[src/rtl/seq_div_unit.sv]
// Multicycle signed divider for MIPS DIV: restoring division on operand magnitudes,
// one quotient bit per cycle, then sign fix-up into the HI (remainder) / LO (quotient) outputs.
module seq_div_unit #(
    parameter int WIDTH = 32,
    parameter int CNT_W = 6
) (
    input  logic             clk,
    input  logic             reset,
    input  logic [1:0]       divControl,
    input  logic [WIDTH-1:0] a,
    input  logic [WIDTH-1:0] b,
    output logic             busy,
    output logic             done,
    output logic             div0,
    output logic [WIDTH-1:0] hiOut,
    output logic [WIDTH-1:0] loOut
);

    typedef enum logic [1:0] {
        IDLE = 2'd0,
        CALC = 2'd1,
        FIX  = 2'd2
    } state_t;

    state_t r_state;
    state_t w_state_next;

    logic [WIDTH-1:0] r_dvd;
    logic [WIDTH-1:0] r_divisor;
    logic [WIDTH-1:0] r_rem;
    logic [CNT_W-1:0] r_cnt;
    logic             r_sign_q;
    logic             r_sign_r;
    logic             r_busy;
    logic             r_done;
    logic             r_div0;
    logic [WIDTH-1:0] r_hi;
    logic [WIDTH-1:0] r_lo;

    logic             w_start;
    logic             w_b_zero;
    logic [WIDTH-1:0] w_a_mag;
    logic [WIDTH-1:0] w_b_mag;
    logic [WIDTH:0]   w_trial;
    logic [WIDTH:0]   w_diff;
    logic             w_ge;
    logic [CNT_W-1:0] w_cnt_inc;
    logic             w_calc_last;
    logic             w_busy_next;
    logic             w_done_next;
    logic             w_div0_next;

    assign w_start  = (divControl == 2'b01);
    assign w_b_zero = (b == '0);
    // Unsigned magnitudes: -2^(WIDTH-1) maps to 2^(WIDTH-1), which fits exactly.
    assign w_a_mag  = a[WIDTH-1] ? (-a) : a;
    assign w_b_mag  = b[WIDTH-1] ? (-b) : b;

    // One extra bit so the shifted partial remainder can never wrap before the compare.
    assign w_trial     = {r_rem, r_dvd[WIDTH-1]};
    assign w_diff      = w_trial - {1'b0, r_divisor};
    assign w_ge        = (w_trial >= {1'b0, r_divisor});
    assign w_cnt_inc   = r_cnt + 1'b1;
    assign w_calc_last = (w_cnt_inc == CNT_W'(WIDTH));

    always_comb begin
        w_state_next = r_state;
        w_busy_next  = r_busy;
        w_done_next  = 1'b0;
        w_div0_next  = 1'b0;
        case (r_state)
            IDLE: begin
                if (w_start) begin
                    if (w_b_zero) begin
                        w_div0_next = 1'b1;
                    end else begin
                        w_state_next = CALC;
                        w_busy_next  = 1'b1;
                    end
                end
            end
            CALC: begin
                if (w_calc_last) begin
                    w_state_next = FIX;
                end
            end
            FIX: begin
                w_state_next = IDLE;
                w_busy_next  = 1'b0;
                w_done_next  = 1'b1;
            end
            default: begin
                w_state_next = IDLE;
                w_busy_next  = 1'b0;
            end
        endcase
    end

    always_ff @(posedge clk or negedge reset) begin
        if (!reset) begin
            r_state <= IDLE;
            r_busy  <= 1'b0;
            r_done  <= 1'b0;
            r_div0  <= 1'b0;
        end else begin
            r_state <= w_state_next;
            r_busy  <= w_busy_next;
            r_done  <= w_done_next;
            r_div0  <= w_div0_next;
        end
    end

    always_ff @(posedge clk or negedge reset) begin
        if (!reset) begin
            r_dvd     <= '0;
            r_divisor <= '0;
            r_rem     <= '0;
            r_cnt     <= '0;
            r_sign_q  <= 1'b0;
            r_sign_r  <= 1'b0;
            r_hi      <= '0;
            r_lo      <= '0;
        end else begin
            case (r_state)
                IDLE: begin
                    if (w_start && !w_b_zero) begin
                        r_dvd     <= w_a_mag;
                        r_divisor <= w_b_mag;
                        r_rem     <= '0;
                        r_cnt     <= '0;
                        r_sign_q  <= a[WIDTH-1] ^ b[WIDTH-1];
                        r_sign_r  <= a[WIDTH-1];
                    end
                end
                CALC: begin
                    r_rem <= w_ge ? w_diff[WIDTH-1:0] : w_trial[WIDTH-1:0];
                    r_dvd <= {r_dvd[WIDTH-2:0], w_ge};
                    r_cnt <= w_cnt_inc;
                end
                FIX: begin
                    r_lo <= r_sign_q ? (-r_dvd) : r_dvd;
                    r_hi <= r_sign_r ? (-r_rem) : r_rem;
                end
                default: begin
                    r_cnt <= '0;
                end
            endcase
        end
    end

    assign busy  = r_busy;
    assign done  = r_done;
    assign div0  = r_div0;
    assign hiOut = r_hi;
    assign loOut = r_lo;

endmodule
[config.mk]
export PLATFORM = sky130hd
export DESIGN_NAME = seq_div_unit
export DESIGN_NICKNAME = d
export VERILOG_FILES = /design/src/rtl/seq_div_unit.sv
export SDC_FILE = /design/constraint.sdc
export NUM_CORES = 1
export LEC_CHECK = 0
export CORE_ASPECT_RATIO = 0.9
export CORE_MARGIN = 5
export CORE_UTILIZATION = 52
export CTS_BUF_LIST = sky130_fd_sc_hd__clkbuf_2 sky130_fd_sc_hd__clkbuf_4 sky130_fd_sc_hd__clkbuf_8
export CTS_CLUSTER_SIZE = 14
export DETAILED_ROUTE_END_ITERATION = 8
export PLACE_DENSITY = 0.74
export SKIP_LAST_GASP = 1
export SYNTH_ARGS = -nofsm -noshare
export SYNTH_HDL_FRONTEND = slang
export SYNTH_SLANG_ARGS = --single-unit
[constraint.sdc]
create_clock -name clk -period 3.1 [get_ports clk]
set_clock_uncertainty 0.1 [all_clocks]
set_input_delay 0.465 -clock clk [delete_from_list [all_inputs] [get_ports clk]]
set_output_delay 0.465 -clock clk [all_outputs]
set_load 0.03 [all_outputs]
==> run metrics, run 1 <==
predominant post-synthesis flop cell dfrtp_1; Bufs and invs on worst path 5; failing checks setup timing; WP data required 3370 ps; period utilization 104.6%; critical path class in2reg; most used cell, CP buf_12; via count 10868; EDFF count, synth 0; Final GP Congestion 0.9945; Clk Latency, worst-skew pair 480 ps; Post-Syn Nets 1388; largest cells by area after synthesis dfrtp_1 (39%), o21ai_0 (8.8%), nand2_1 (6.8%); Crit path max-delay family simple AND/OR/NAND/NOR gates; IO Count 135; Worst slew margin 8.474%; count of final hold-check violations 0; DRT antenna net count 0; Die Span Y 148.5 um; Crit path largest cell delay 430 ps; Peak Freq 0.3084 GHz; initial drt markers 1082; clock-pin slew on the worst setup and hold paths 100 ps; final worst setup slack -142.1 ps; Hold Crit Class in2reg; antenna violations before repair 0; CP Data Arrival Time 3510 ps; GRT overflow 0; clock sink count 173; crit-path max FO 5; Critical-path top delay cell or4_4; Synth top area share 39.07%; # diodes 0; Mapped Cells 1282; Least-Margin Pin Slew 1373 ps; core box area 0.02090 mm^2; critical path endpoint category register; residual DRC count 0; die area 0.02433 mm^2; largest net degree at the start of global routing 130; H-tree Lvls 4; Leakage 7.062 nW; Die Wd 163.9 um; clock tree root buffer cell clkbuf_8; cell taking the most area after synthesis dfrtp_1; area of the multi-input gates 0.006817 mm^2; commonest non-fill, non-tap cell in the layout nand2_1; row count 50; via/cell ratio 5.799; P per Cell Area 1082 mW/mm^2; nets@finish 1681; HPWL after DPL 22530 um; Yosys Warn Count 0; fin crit period 3242 ps; CTS tree done; Port Buffers 134; most frequent cells in the layout nand2_1 (173), dfrtp_1 (171), buf_4 (163); FF+latch area 0.004332 mm^2; drt first pass iters 7; Min Hold Slack 235.0 ps; startpoint types input pin; max cap viols 0; status complete, but fails checks; clk buf depth 2; CP cell instances buf_12, inv_12, ha_4, or3b_4, or4_4, nand2b_4, or2_4, or3_4, or3_4, a21oi_4, buf_12, buf_12, buf_6, nor4_2, a221o_1; RSZ-0062 raised after global routing true; Layout area overhead 39.61%; final-report setup violation count 84; Pins Over Slew Limit 0; Tot GR Track Use 26.71%; Inserted Clock Buffers 17; Avg Inst Size Synth 8.643 um^2; Post-synth ARST share 100.0%; post-synthesis sequential area ratio 39.07%; synth unique cells 68; first-pass GRT wire length 52710 um; per-cell routed wire length 18.07 um; number of global-route vias before repair 10327; initial core utilization 53.03%; Synth Cell Area 0.01108 mm^2; final wirelength 33870 um; synthesized flop and latch total 173; Worst VDD drop 0.0005269 V; fill cell count 1561; share of layout cells above drive strength 1 23.61%; fin util 74.04%
cells in the mapped netlist (3+ instances only):
master     instances
ha_1              37
buf_1              4
nand2_1          201
nand2b_1          15
a2bb2oi_1          3
a21o_1            17
o21a_1             3
a211oi_1           4
dfrtp_1          173
o41ai_1           21
inv_1             78
and3_1             5
a22o_1             5
o21bai_1           3
mux2i_1           18
nor3_1            11
a31oi_1            5
o31ai_1           30
and2_1             4
nor4_1            10
nor2b_1           11
xor2_1            75
buf_6              3
or3_1              7
o211ai_1           6
or2_2              3
nand4_1            9
a222oi_1          22
a21oi_1           49
buf_2              6
nor2_1            37
clkbuf_1          52
o21ai_0          195
xnor2_1           70
or4_1             22
a22oi_1            8
o21ai_1            3
nand3_1           14
nand3b_1           4
buf_4              4
final cells by class:
cell class                      instances  area share [%]
Clock buffer                           17           1.512
Clock inverter                         15           1.100
Timing Repair Buffer                  339           21.02
Tap cell                              286           2.313
Inverter                               78           1.990
Multi-Input combinational cell        966           44.06
Sequential cell                       173           28.00
path summary, 6_finish.rpt:
path,slack (ps),startpoint,depth (start not counted),end
setup reg to reg,-80,r_rem[9],10,hiOut[31]
hold / removal,240,b[0],4,r_divisor[0]
setup / recovery,-140,b[0],15,r_dvd[31]
max in group asynchronous,1480,reset,3,r_dvd[11]
hold reg to reg,390,hiOut[24],2,hiOut[24]
min in group asynchronous,500,reset,2,r_divisor[28]
timing repair:
| action | CTS | global route |
|---|---|---|
| cloned | 13 | 5 |
| hold endpoints to repair | 80 | 0 |
| pin swaps | 21 | 40 |
| gates resized for setup | 82 | 175 |
| hold buffers | 1 | 0 |
| endpoints found under the setup margin | 110 | 113 |
| setup buffers | 23 | 20 |
routing by layer:
layer	global-route usage, %	vias to the layer above	wire [um]
met3	5.292	45	2495
met4	7.589	0	541
met1	38.21	5253	15270
met5	0	-	0
met2	41.40	414	15560
li1	-	5156	-
tightest hold or removal path, stage by stage:
cell and delay, ps:
buf_12 110, inv_12 40, buf_4 100, o21ai_2 50
kinds of logic after synthesis:
logic type	after synthesis	share of synthesized area [%]
compound gates	394	22.15
xor+xnor	145	11.46
fa+ha+maj	38	4.359
buf+inv	147	5.386
flops	173	39.07
mux	19	1.728
simple gates	366	15.84
stage by stage:
stage	total power, mW	std cells	setup slack (ps)	instance area (um^2)	setup TNS (ps)
after floorplan	10.22	1282	-413.6	11150	-25540
after global placement	13.59	1788	-978.2	13790	-92590
after detailed placement	13.80	1788	-1046	13790	-98680
after CTS	15.87	1857	-162.3	14910	-5793
after global routing	17.88	1874	-167.4	15470	-7853
final	16.74	1874	-142.1	15470	-5590
flip-flops by register name, summed over array words and instances (netlist names):
| name | cells |
|---|---|
| busy | 1 |
| div0 | 1 |
| done | 1 |
| hiOut | 32 |
| loOut | 32 |
| r_cnt | 6 |
| r_divisor | 32 |
| r_dvd | 32 |
| r_rem | 32 |
| r_sign_q | 1 |
| r_sign_r | 1 |
| r_state | 2 |
power by group:
group	internal, mW	switching [mW]
Clock	0.610	1.00
Sequential	3.28	1.02
Combinational	4.90	5.94
No activity file was read; power rests on OpenSTA's default activity.
==> run 2, diff against run 1 <==
CAP_MARGIN = 40   (was default)
clock period = 2.65 ns   (was 3.1 ns; I/O delays follow)
==> run metrics, run 2 (synthesis results as in run 1) <==
Worst slew margin 53.40% (was 8.474%); Tot GR Track Use 29.25% (was 26.71%); reg2reg end hiOut[31] (unchanged); Worst Reg2Reg Path Length in Cells 9 (was 10); Layout Cells excl Fill 1997 (was 1874); failing checks setup timing (unchanged); die area 0.02433 mm^2 (unchanged); RSZ-0062 raised after global routing true (unchanged); CTS tree done (unchanged); worst flop-to-flop path startpoint r_rem[9] (unchanged); max cap viols 0 (unchanged); Inserted Clock Buffers 17 (unchanged); drt first pass iters 8 (was 7); Worst Hold Launch b[0] (unchanged); clock sink count 173 (unchanged); P per Cell Area 1296 mW/mm^2 (was 1082 mW/mm^2); DRT antenna net count 0 (unchanged); CP Data Arrival Time 3450 ps (was 3510 ps); count of final hold-check violations 0 (unchanged); fill cell count 1280 (was 1561); reg-to-reg setup timing slack -550 ps (was -80 ps); Least-Margin Pin Slew 699.0 ps (was 1373 ps); largest net degree at the start of global routing 93 (was 130); Final GP Congestion 0.9233 (was 0.9945); core box area 0.02090 mm^2 (unchanged); commonest non-fill, non-tap cell in the layout buf_4 (was nand2_1); final-report setup violation count 120 (was 84); startpoint types register (was input pin); Worst VDD drop 0.0006725 V (was 0.0005269 V); number of global-route vias before repair 11043 (was 10327); Hold Crit Class in2reg (unchanged); Leakage 7.836 nW (was 7.062 nW); Min Hold Slack 251.6 ps (was 235.0 ps); period utilization 120.7%; Port Buffers 134 (unchanged); GRT overflow 0 (unchanged); critical path class reg2reg (was in2reg); clock tree root buffer cell clkbuf_8 (unchanged); Hold Path End r_divisor[0] (unchanged); critical path endpoint category register (unchanged); Die Span Y 148.5 um (unchanged); H-tree Lvls 4 (unchanged); # diodes 0 (unchanged); clk buf depth 2 (unchanged); initial core utilization 53.03% (unchanged); via count 11802 (was 10868); HPWL after DPL 24450 um (was 22530 um); Die Wd 163.9 um (unchanged); Placed Cells 1902 (was 1788); most frequent cells in the layout buf_4 (278), dfrtp_1 (172), nand2_1 (151) (was nand2_1 (173), dfrtp_1 (171), buf_4 (163)); Clk Latency, worst-skew pair 490 ps (was 480 ps); initial drt markers 1318 (was 1082); fin crit period 3199 ps; Layout area overhead 52.35% (was 39.61%); share of layout cells above drive strength 1 33.55% (was 23.61%); row count 50 (unchanged); Peak Freq 0.3126 GHz; status complete, but fails checks (unchanged); per-cell routed wire length 19.33 um (was 18.07 um); crit-path max FO 3 (was 5); Pins Over Slew Limit 0 (unchanged); antenna violations before repair 0 (unchanged); via/cell ratio 5.910 (was 5.799); final wirelength 38610 um (was 33870 um); final worst setup slack -549.1 ps (was -142.1 ps); first-pass GRT wire length 57500 um (was 52710 um); WP data required 2900 ps (was 3370 ps); clock-pin slew on the worst setup and hold paths 110 ps (was 100 ps); residual DRC count 0 (unchanged); post-route cell area 0.01688 mm^2 (was 0.01547 mm^2); nets@finish 1804 (was 1681); hold path depth 5 (was 4); fin util 80.79% (was 74.04%); IO Count 135 (unchanged); dpl cell area 0.01475 mm^2 (was 0.01379 mm^2)
## run 2: cell types whose count changed in the layout (fill, tap and decap cells not counted), moves of 6 or more
| cell | previous run | this run |
|---|---|---|
| dlymetal6s2s_1 | 8 | 0 |
| nand2_2 | 18 | 24 |
| o21ai_2 | 19 | 37 |
| nand2_4 | 10 | 26 |
| nand2_1 | 173 | 151 |
| buf_4 | 163 | 278 |
| o21ai_0 | 135 | 107 |
| o21ai_1 | 43 | 52 |
## run 2: worst max-delay path: stages (launching register included)
cell      delay (ps)
dfrtp_1          410
or4_4            570
nor4_4           190
nand2b_1         140
nand2b_4         160
or4_4            420
or4_4            490
o31ai_4          300
xor2_1           210
o21ai_1           80
## run 2: what timing repair did
action                                  4_1_cts  5_1_grt
hold endpoints to repair                     65        0
setup buffers                                29       28
gates resized for setup                     242      150
endpoints found under the setup margin      124      132
cloned                                       17        1
pin swaps                                    52       56
hold buffers                                  1        0
## run 2: final cells by class
type | count | area [um^2] | area share [%]
Clock buffer | 18 | 247.7 | 1.468
Clock inverter | 14 | 146.4 | 0.8672
Inverter | 78 | 307.8 | 1.823
Multi-Input combinational cell | 966 | 7267 | 43.05
Sequential cell | 173 | 4330 | 25.65
Tap cell | 286 | 357.8 | 2.120
Timing Repair Buffer | 462 | 4224 | 25.02
## run 2: how the worst max path moves through the flow
stage                     to       from  slack, ps  cells after the start
2_1_floorplan      r_dvd[17]       b[0]       -800                     13
3_3_place_gp       r_dvd[17]       b[0]      -1350                     12
3_5_place_dp   r_divisor[22]       b[0]      -1400                     13
4_1_cts            hiOut[31]   r_rem[9]       -440                      9
5_1_grt            r_rem[28]  r_dvd[31]       -600                     14
6_report           hiOut[31]   r_rem[9]       -550                      9
## run 2: power breakdown
part | switching [mW] | total (mW) | internal [mW] | leakage (nW)
Clock | 1.16 | 1.89 | 0.731 | 0.197
Sequential | 1.06 | 4.90 | 3.84 | 2.08
Combinational | 7.95 | 15.1 | 7.14 | 5.55
## run 2: per-layer routing
| layer | vias to the layer above | track usage (%) | wire length (um) |
|---|---|---|---|
| li1 | 5408 | - | - |
| met1 | 5688 | 42.12 | 16190 |
| met2 | 624 | 46.80 | 17920 |
| met3 | 82 | 4.516 | 3524 |
| met4 | 0 | 6.709 | 976 |
| met5 | - | 0 | 0 |
## run 2: per-stage QoR
| stage | setup TNS [ps] | setup slack (ps) | power (mW) |
|---|---|---|---|
| 2_1_floorplan | -67460 | -795.8 | 12.04 |
| 3_3_place_gp | -134990 | -1347 | 17.16 |
| 3_5_place_dp | -143330 | -1398 | 17.48 |
| 4_1_cts | -32560 | -443.2 | 20.19 |
| 5_1_grt | -45530 | -603.0 | 23.18 |
| 6_report | -38320 | -549.1 | 21.88 |
